===== config.mk =====
export PLATFORM = sky130hd
export DESIGN_NAME = serial_fsub
export DESIGN_NICKNAME = d
export VERILOG_FILES = /design/src/rtl/serial_fsub.sv
export SDC_FILE = /design/constraint.sdc
export NUM_CORES = 1
export LEC_CHECK = 0
export CAP_MARGIN = 25
export CORE_ASPECT_RATIO = 1.4
export CORE_MARGIN = 5
export CORE_UTILIZATION = 44
export CTS_BUF_LIST = sky130_fd_sc_hd__clkbuf_4 sky130_fd_sc_hd__clkbuf_8
export CTS_CLUSTER_SIZE = 14
export DETAILED_ROUTE_END_ITERATION = 8
export PLACE_DENSITY = 0.77
export SLEW_MARGIN = 5
export SYNTH_ARGS = -nofsm -noshare
export SYNTH_HDL_FRONTEND = slang
export SYNTH_SLANG_ARGS = --single-unit

===== constraint.sdc =====
create_clock -name clk -period 2.24 [get_ports clk]
set_clock_uncertainty 0.1 [all_clocks]
set_input_delay 0.448 -clock clk [delete_from_list [all_inputs] [get_ports clk]]
set_output_delay 0.448 -clock clk [all_outputs]
set_load 0.05 [all_outputs]

===== src/rtl/serial_fsub.sv =====
// Digit-serial subtractor: diff = a - b - bi over WIDTH/DIGIT clock steps, borrow-out bo.
// Valid/ready handshakes on both sides; one operation in flight at a time.
module serial_fsub #(
  parameter int unsigned WIDTH = 32,
  parameter int unsigned DIGIT = 4
) (
  input  logic             clk,
  input  logic             rst_n,
  input  logic             in_valid,
  output logic             in_ready,
  input  logic [WIDTH-1:0] a,
  input  logic [WIDTH-1:0] b,
  input  logic             bi,
  output logic             out_valid,
  input  logic             out_ready,
  output logic [WIDTH-1:0] diff,
  output logic             bo
);

  localparam int unsigned N  = WIDTH / DIGIT;
  localparam int unsigned CW = (N > 1) ? $clog2(N) : 1;

  if ((DIGIT == 0) || ((WIDTH % DIGIT) != 0)) begin : g_bad_digit
    $error("serial_fsub: WIDTH must be a non-zero multiple of DIGIT");
  end

  typedef enum logic [1:0] {
    S_IDLE = 2'd0,
    S_CALC = 2'd1,
    S_DONE = 2'd2
  } state_t;

  state_t           state_q;
  logic [WIDTH-1:0] a_q, b_q, res_q, diff_q;
  logic             brw_q, bo_q, out_valid_q;
  logic [CW-1:0]    cnt_q;

  logic [DIGIT:0]   step_d;
  logic [WIDTH-1:0] a_d, b_d, res_d;
  logic             brw_d;
  logic [CW-1:0]    cnt_d;

  // One digit step: low digits subtract with the running borrow, result digit enters at the MSB end.
  always_comb begin
    step_d = '0;
    a_d    = a_q;
    b_d    = b_q;
    res_d  = res_q;
    brw_d  = brw_q;
    cnt_d  = cnt_q;
    step_d = {1'b0, a_q[DIGIT-1:0]} - {1'b0, b_q[DIGIT-1:0]} - (DIGIT+1)'(brw_q);
    brw_d  = step_d[DIGIT];
    a_d    = a_q >> DIGIT;
    b_d    = b_q >> DIGIT;
    res_d  = (res_q >> DIGIT) | (WIDTH'(step_d[DIGIT-1:0]) << (WIDTH - DIGIT));
    cnt_d  = cnt_q + CW'(1);
  end

  always_ff @(posedge clk) begin
    if (!rst_n) begin
      state_q     <= S_IDLE;
      a_q         <= '0;
      b_q         <= '0;
      brw_q       <= 1'b0;
      res_q       <= '0;
      cnt_q       <= '0;
      diff_q      <= '0;
      bo_q        <= 1'b0;
      out_valid_q <= 1'b0;
    end else begin
      case (state_q)
        S_IDLE: begin
          if (in_valid) begin
            a_q     <= a;
            b_q     <= b;
            brw_q   <= bi;
            res_q   <= '0;
            cnt_q   <= '0;
            state_q <= S_CALC;
          end
        end
        S_CALC: begin
          a_q   <= a_d;
          b_q   <= b_d;
          brw_q <= brw_d;
          res_q <= res_d;
          cnt_q <= cnt_d;
          if (cnt_q == CW'(N - 1)) begin
            diff_q      <= res_d;
            bo_q        <= brw_d;
            out_valid_q <= 1'b1;
            state_q     <= S_DONE;
          end
        end
        S_DONE: begin
          // diff/bo are held past the handshake; only out_valid drops.
          if (out_ready) begin
            out_valid_q <= 1'b0;
            state_q     <= S_IDLE;
          end
        end
        default: state_q <= S_IDLE;
      endcase
    end
  end

  // Gated by rst_n so no operand is offered as accepted while reset is asserted.
  assign in_ready  = rst_n & (state_q == S_IDLE);
  assign out_valid = out_valid_q;
  assign diff      = diff_q;
  assign bo        = bo_q;

endmodule


# After elaboration in Yosys (flattened, before gate mapping)
# Cells that the tools add are included.
totals:
  register_bits: 136
  latch_bits: 0
  ramBits: 0
  rom_bits: 0
  inputBits: 69
  output_inout_bits: 35
  elab_cells: 44
  memories: 0
op_classes:
  addsub: 3
  multipliers: 0
  div_mod_pow: 0
  n_lt_le_gt_ge: 0
  n_eq_ne: 6
  n_shift: 0
  muxes: 17
  bitwise: 2
  n_reduce_logical: 7
ops:
  columns: ["cell", "n"]
  rows:
  - ["one-hot mux 32 bit (2 select lines)", 3]
  - ["2-to-1 mux 32 bit", 3]
  - ["OR 28 x 32 -> 32 bit", 1]
  - ["2-to-1 mux 2 bit", 3]
  - ["inequality test 2 bit (second input constant)", 3]
  - ["one-hot mux 2 bit (3 select lines)", 1]
  - ["one-hot mux 3 bit (2 select lines)", 1]
  - ["AND reduction 3 bit", 2]
  - ["subtractor 4 x 4 -> 5 bit", 1]
  - ["subtractor 5 x 1 -> 5 bit", 1]
  - ["one-hot mux 1 bit (2 select lines)", 2]
  - ["AND reduction 2 bit", 2]
  - ["nonzero test 2 bit", 2]
  - ["adder 3 x 1 -> 3 bit (second input constant)", 1]
  - ["== test 3 bit (second input constant)", 1]
  - ["2-to-1 mux 1 bit", 3]
  - ["2-to-1 mux 3 bit", 1]
  - ["== test 2 x 1 -> 1 bit (second input constant)", 1]
  - ["== test 2 bit (second input constant)", 1]
  - ["zero test 2 bit", 1]
  - ["bitwise AND 1 bit", 1]

# Logic depth before layout (Yosys ltp)
# Gate-level depths: netlist of run 1.
depth:
  word_depth: 4
  depth_mapped: 8

# Worst setup path after synthesis of run 1
# Ideal clock, no wire load.
synth_timing:
  path_type: "register to output"
  from: "register state_q[0]"
  to: "output in_ready"
  arrival_time_ps: 1873
  setup_slack_ps: -181
  path_stages_with_launch: 5
  cell_sequence: "dfxtp_1 -> buf_6 -> buf_4 -> buf_4 -> nor3b_1"
synth_between:
  elab_chain_cells: 2
synth_rtl:
  columns: ["item", "line_no", "text"]
  rows:
  - ["start: declaration", "33", "state_t state_q;"]
  - ["start signal: assignment", "61", "state_q <= S_IDLE;"]
  - ["start signal: assignment", "79", "state_q <= S_CALC;"]
  - ["start signal: assignment", "92", "state_q <= S_DONE;"]
  - ["zero test 2 bit", "108", "assign in_ready = rst_n & (state_q == S_IDLE);"]
  - ["bitwise AND 1 bit", "108", null]
  - ["end: declaration", "10", "output logic in_ready,"]
# Every way passes these cells.

# Final worst setup path of run 1
layout_timing:
  from: "register out_valid_q, in the netlist out_valid"
  to: "output out_valid"
layout_lines:
  columns: ["item", "line_no", "text"]
  rows:
  - ["start: declaration", "35", "logic brw_q, bo_q, out_valid_q;"]
  - ["start signal: assignment", "69", "out_valid_q <= 1'b0;"]
  - ["start signal: assignment", "91", "out_valid_q <= 1'b1;"]
  - ["start signal: assignment", "98", "out_valid_q <= 1'b0;"]
  - ["end: declaration", "14", "output logic out_valid,"]
# No word-level cell between the ends.

==> flow_summary.ini, run 1 <==
[global_routing]
grt_max_degree = 137
grt_usage = 0.1785
first_global_vias = 4908
grt_pass1_wl_mm = 23.17
grt_antenna_before_repair = 0
grt.overflow.total = 0

[logic_synthesis]
synth_edf_count = 0
synth_area_per_cell_um2 = 9.195
async_flop_share = 0
ys_warn_count = 0
dominantRegCellSynth = dfxtp_1
synth.yosys.seq_area_share = 0.4456
netlist-cell-type-count = 37
postSynthCellCount = 645
synthDominantAreaCellType = dfxtp_1
yosys.area.top_type_share = 0.4456
synth.area.top_cells = dfxtp_1, nor2b_1, o221a_1
ys_seq_elements = 132
synth.cell_area_um2 = 5931
mappedNetlistNets = 724

[hold_path]
worstHoldPathCells = 2
min-delay-path-class = reg -> reg

[timing]
tns_ns = 0
slew_headroom = 0.3349
timing.final.setup_violations = 0
post-route-period-util = 0.9638
report.final.hold_viol_count = 0
maxClockFrequency_mhz = 463.2
timing_worst_slew_pin_value_ns = 0.9950
grt_setup_unrepaired = no
final.min_clock_period_ns = 2.159
finalMaxSlewViolations = 0

[place]
place.gp.congestion = 0.8229
dpl.cell_count = 876
detailedPlacementHpwl_mm = 9.209
port_buffers = 103

[setup_path]
cpMaxStageDelayCell = clkdlybuf4s50_1
criticalPathCategory = reg -> out
cp_num_buf_inv = 1
worst_ep_arrival_time_ns = 1.61
setup.worst_path.end_class = output port
cp_num_cells = 1
critPathLaunchType = flop
worst_r2r_path_depth = 7
crit_path_max_fanout = 3
critPathRequiredTime_ns = 1.69
cp_top_family = buffers and inverters
critical_path.cell_chain = clkdlybuf4s50_1
timing.critical_path.slowest_cell_delay_ns = 0.83

[cells_and_area]
antenna-diode-count = 0
final-instance-count-excl-fill = 908
fillers = 1227
final_net_count = 792
postLayoutCoreUtil = 0.5507
share_of_layout_cells_above_drive_strength_1 = 0.1074
synthToLayoutAreaGrowth_pct = 23.73

[power]
worst_ir_drop_vdd_mv = 0.4593
p_leak_uw = 0.002669
power.density_nw_per_um2 = 729.6

[floorplan]
io_pins = 104
num_rows = 50
die-width_um = 108.1
initial_utilization = 0.4451
core_box_area_um2 = 13330
fp.dieArea_um2 = 15930
dieHeight_um = 147.4

[routing]
avgRoutedWirePerCell_um = 15.67
drc_errors = 0
vias_per_cell = 5.297
initialDrtViolationCount = 195
detail_route.first_pass.iterations = 4
postRouteWirelength_mm = 14.23
antenna_left = 0
route.vias.total = 4810

[clock_network]
post_cts_resize_count = 0
clockBufferDepth = 2
clock_tree.htree_level_count = 4
total_clock_buffers_created_by_cts = 17
cts_tree = yes
cts_hold_buf = 0
worst_skew_pair_latency_ns = 0.42
numClockSinks = 132
clock-root-buffer = clkbuf_8
cts.reportedPaths.clkPinSlew_ns = 0.08
post-cts-setup-buffers = 0

[flow_run]
max_cap_violations = 0

[run_status]
run_status = completed
[kinds of logic after synthesis]
family | after synthesis | synth area share
AOI/OAI and AO/OA | 191 | 0.2515
xor gates and xnor gates | 4 | 0.005908
adders and majority gates | 10 | 0.02363
buffers and inverters | 73 | 0.06814
DFF | 132 | 0.4456
muxes | 1 | 0.001688
and+or+nand+nor | 234 | 0.2036
[worst paths after layout]
path / slack, ns / from / endpoint
worst max-delay path: 0.08 / out_valid$_SDFFE_PN0P_ / out_valid
worst min-delay path: 0.35 / res_q[6]$_SDFFE_PN0P_ / diff[2]$_SDFFE_PN0P_
worst max register to register: 0.20 / b_q[0]$_SDFFE_PN0P_ / brw_q$_SDFFE_PN0P_
worst min register to register: 0.35 / res_q[6]$_SDFFE_PN0P_ / diff[2]$_SDFFE_PN0P_
[registers in the layout, summed over array words and instances (netlist names)]
| signal | flops |
|---|---|
| state_q | 2 |
| res_q | 28 |
| a_q | 32 |
| bo | 1 |
| out_valid | 1 |
| cnt_q | 3 |
| brw_q | 1 |
| b_q | 32 |
| diff | 32 |
[area by class of cell]
| cell class | count | area, um^2 | share of cell area |
|---|---|---|---|
| flip-flops and latches | 132 | 2648 | 0.3608 |
| well taps | 182 | 227.7 | 0.03103 |
| inverters | 11 | 41.29 | 0.005627 |
| repair buffers | 111 | 1106 | 0.1507 |
| clock buffers | 17 | 234.0 | 0.03188 |
| multi-input cells | 440 | 2900 | 0.3952 |
| clock inverters | 15 | 181.4 | 0.02472 |
[tightest hold or removal path, cell delays in order (launching register included)]
cell and delay, ns:
dfxtp_1 0.32, nand2_1 0.05, a21boi_1 0.04
[per-layer routing]
layer  wire length, um  track usage  share of wire
met4               179      0.06128          0.013
met1              6294       0.2205           0.44
met2              7060       0.3023           0.50
met5                 0            0              0
met3               690      0.04325          0.049
[layout by cell type, fill, tap and decap left out, types with 2 or more instances in the layout]
master and instances:
buf_12 2, o21ai_0 5, a21oi_1 58, dfxtp_1 130, a22oi_1 37, nor2b_1 92, clkbuf_8 17, o221a_1 34
clkdlybuf4s50_1 100, a21boi_0 3, clkinv_4 4, o221a_2 22, bufinv_16 3, clkinvlp_4 2, nand3_1 3, a21boi_1 27
nand2_1 62, xnor2_1 2, inv_1 11, inv_6 3, nand2_4 2, o21ai_1 2, clkinv_2 3, nor2_1 61
nor3b_1 4, xor2_1 2, ha_1 8, buf_4 8
[where the power goes]
group          internal (uW)  switching, uW
registers               2470           73.5
clock network           1110            962
logic                    385            357
total                   3960           1390
[cell usage after synthesis (2+ instances only)]
cell and number:
inv_1 11, a21boi_0 3, xor2_1 2, o221a_2 22
o21ai_1 2, dfxtp_1 132, a22oi_1 37, nor3b_1 5
o221a_1 34, fa_1 2, ha_1 8, o21ai_0 5
xnor2_1 2, nand2_4 2, buf_4 13, nor2_1 61
buf_2 23, nor2b_1 92, a21oi_1 59, clkbuf_1 18
nand2_1 62, a21boi_1 27, nand3_1 3, buf_6 7
[through the flow]
stage          setup slack [ns]  hold WS, ns  total power [uW]  cell area [um^2]
2_1_floorplan            0.2524       0.3312              3094              5936
3_5_place_dp            0.06165       0.3450              3323              6917
5_1_grt                 0.02041       0.3750              5617              7338
4_1_cts                 0.03618       0.3594              5404              7332
6_report                0.08107       0.3546              5354              7338
3_3_place_gp             0.1965       0.3428              3304              6917
Note: power is estimated with default switching activity, not from simulation.
==> inputs of run 2 (changes only) <==
--- a/config.mk
+++ b/config.mk
@@ -5,6 +5,7 @@
 export SDC_FILE = /design/constraint.sdc
 export NUM_CORES = 1
 export LEC_CHECK = 0
+export ABC_CLOCK_PERIOD_IN_PS = 2240
 export CAP_MARGIN = 25
 export CORE_ASPECT_RATIO = 1.4
 export CORE_MARGIN = 5
==> results of run 2 <==
The final DEF is identical to that of run 1; final timing and power are the same.
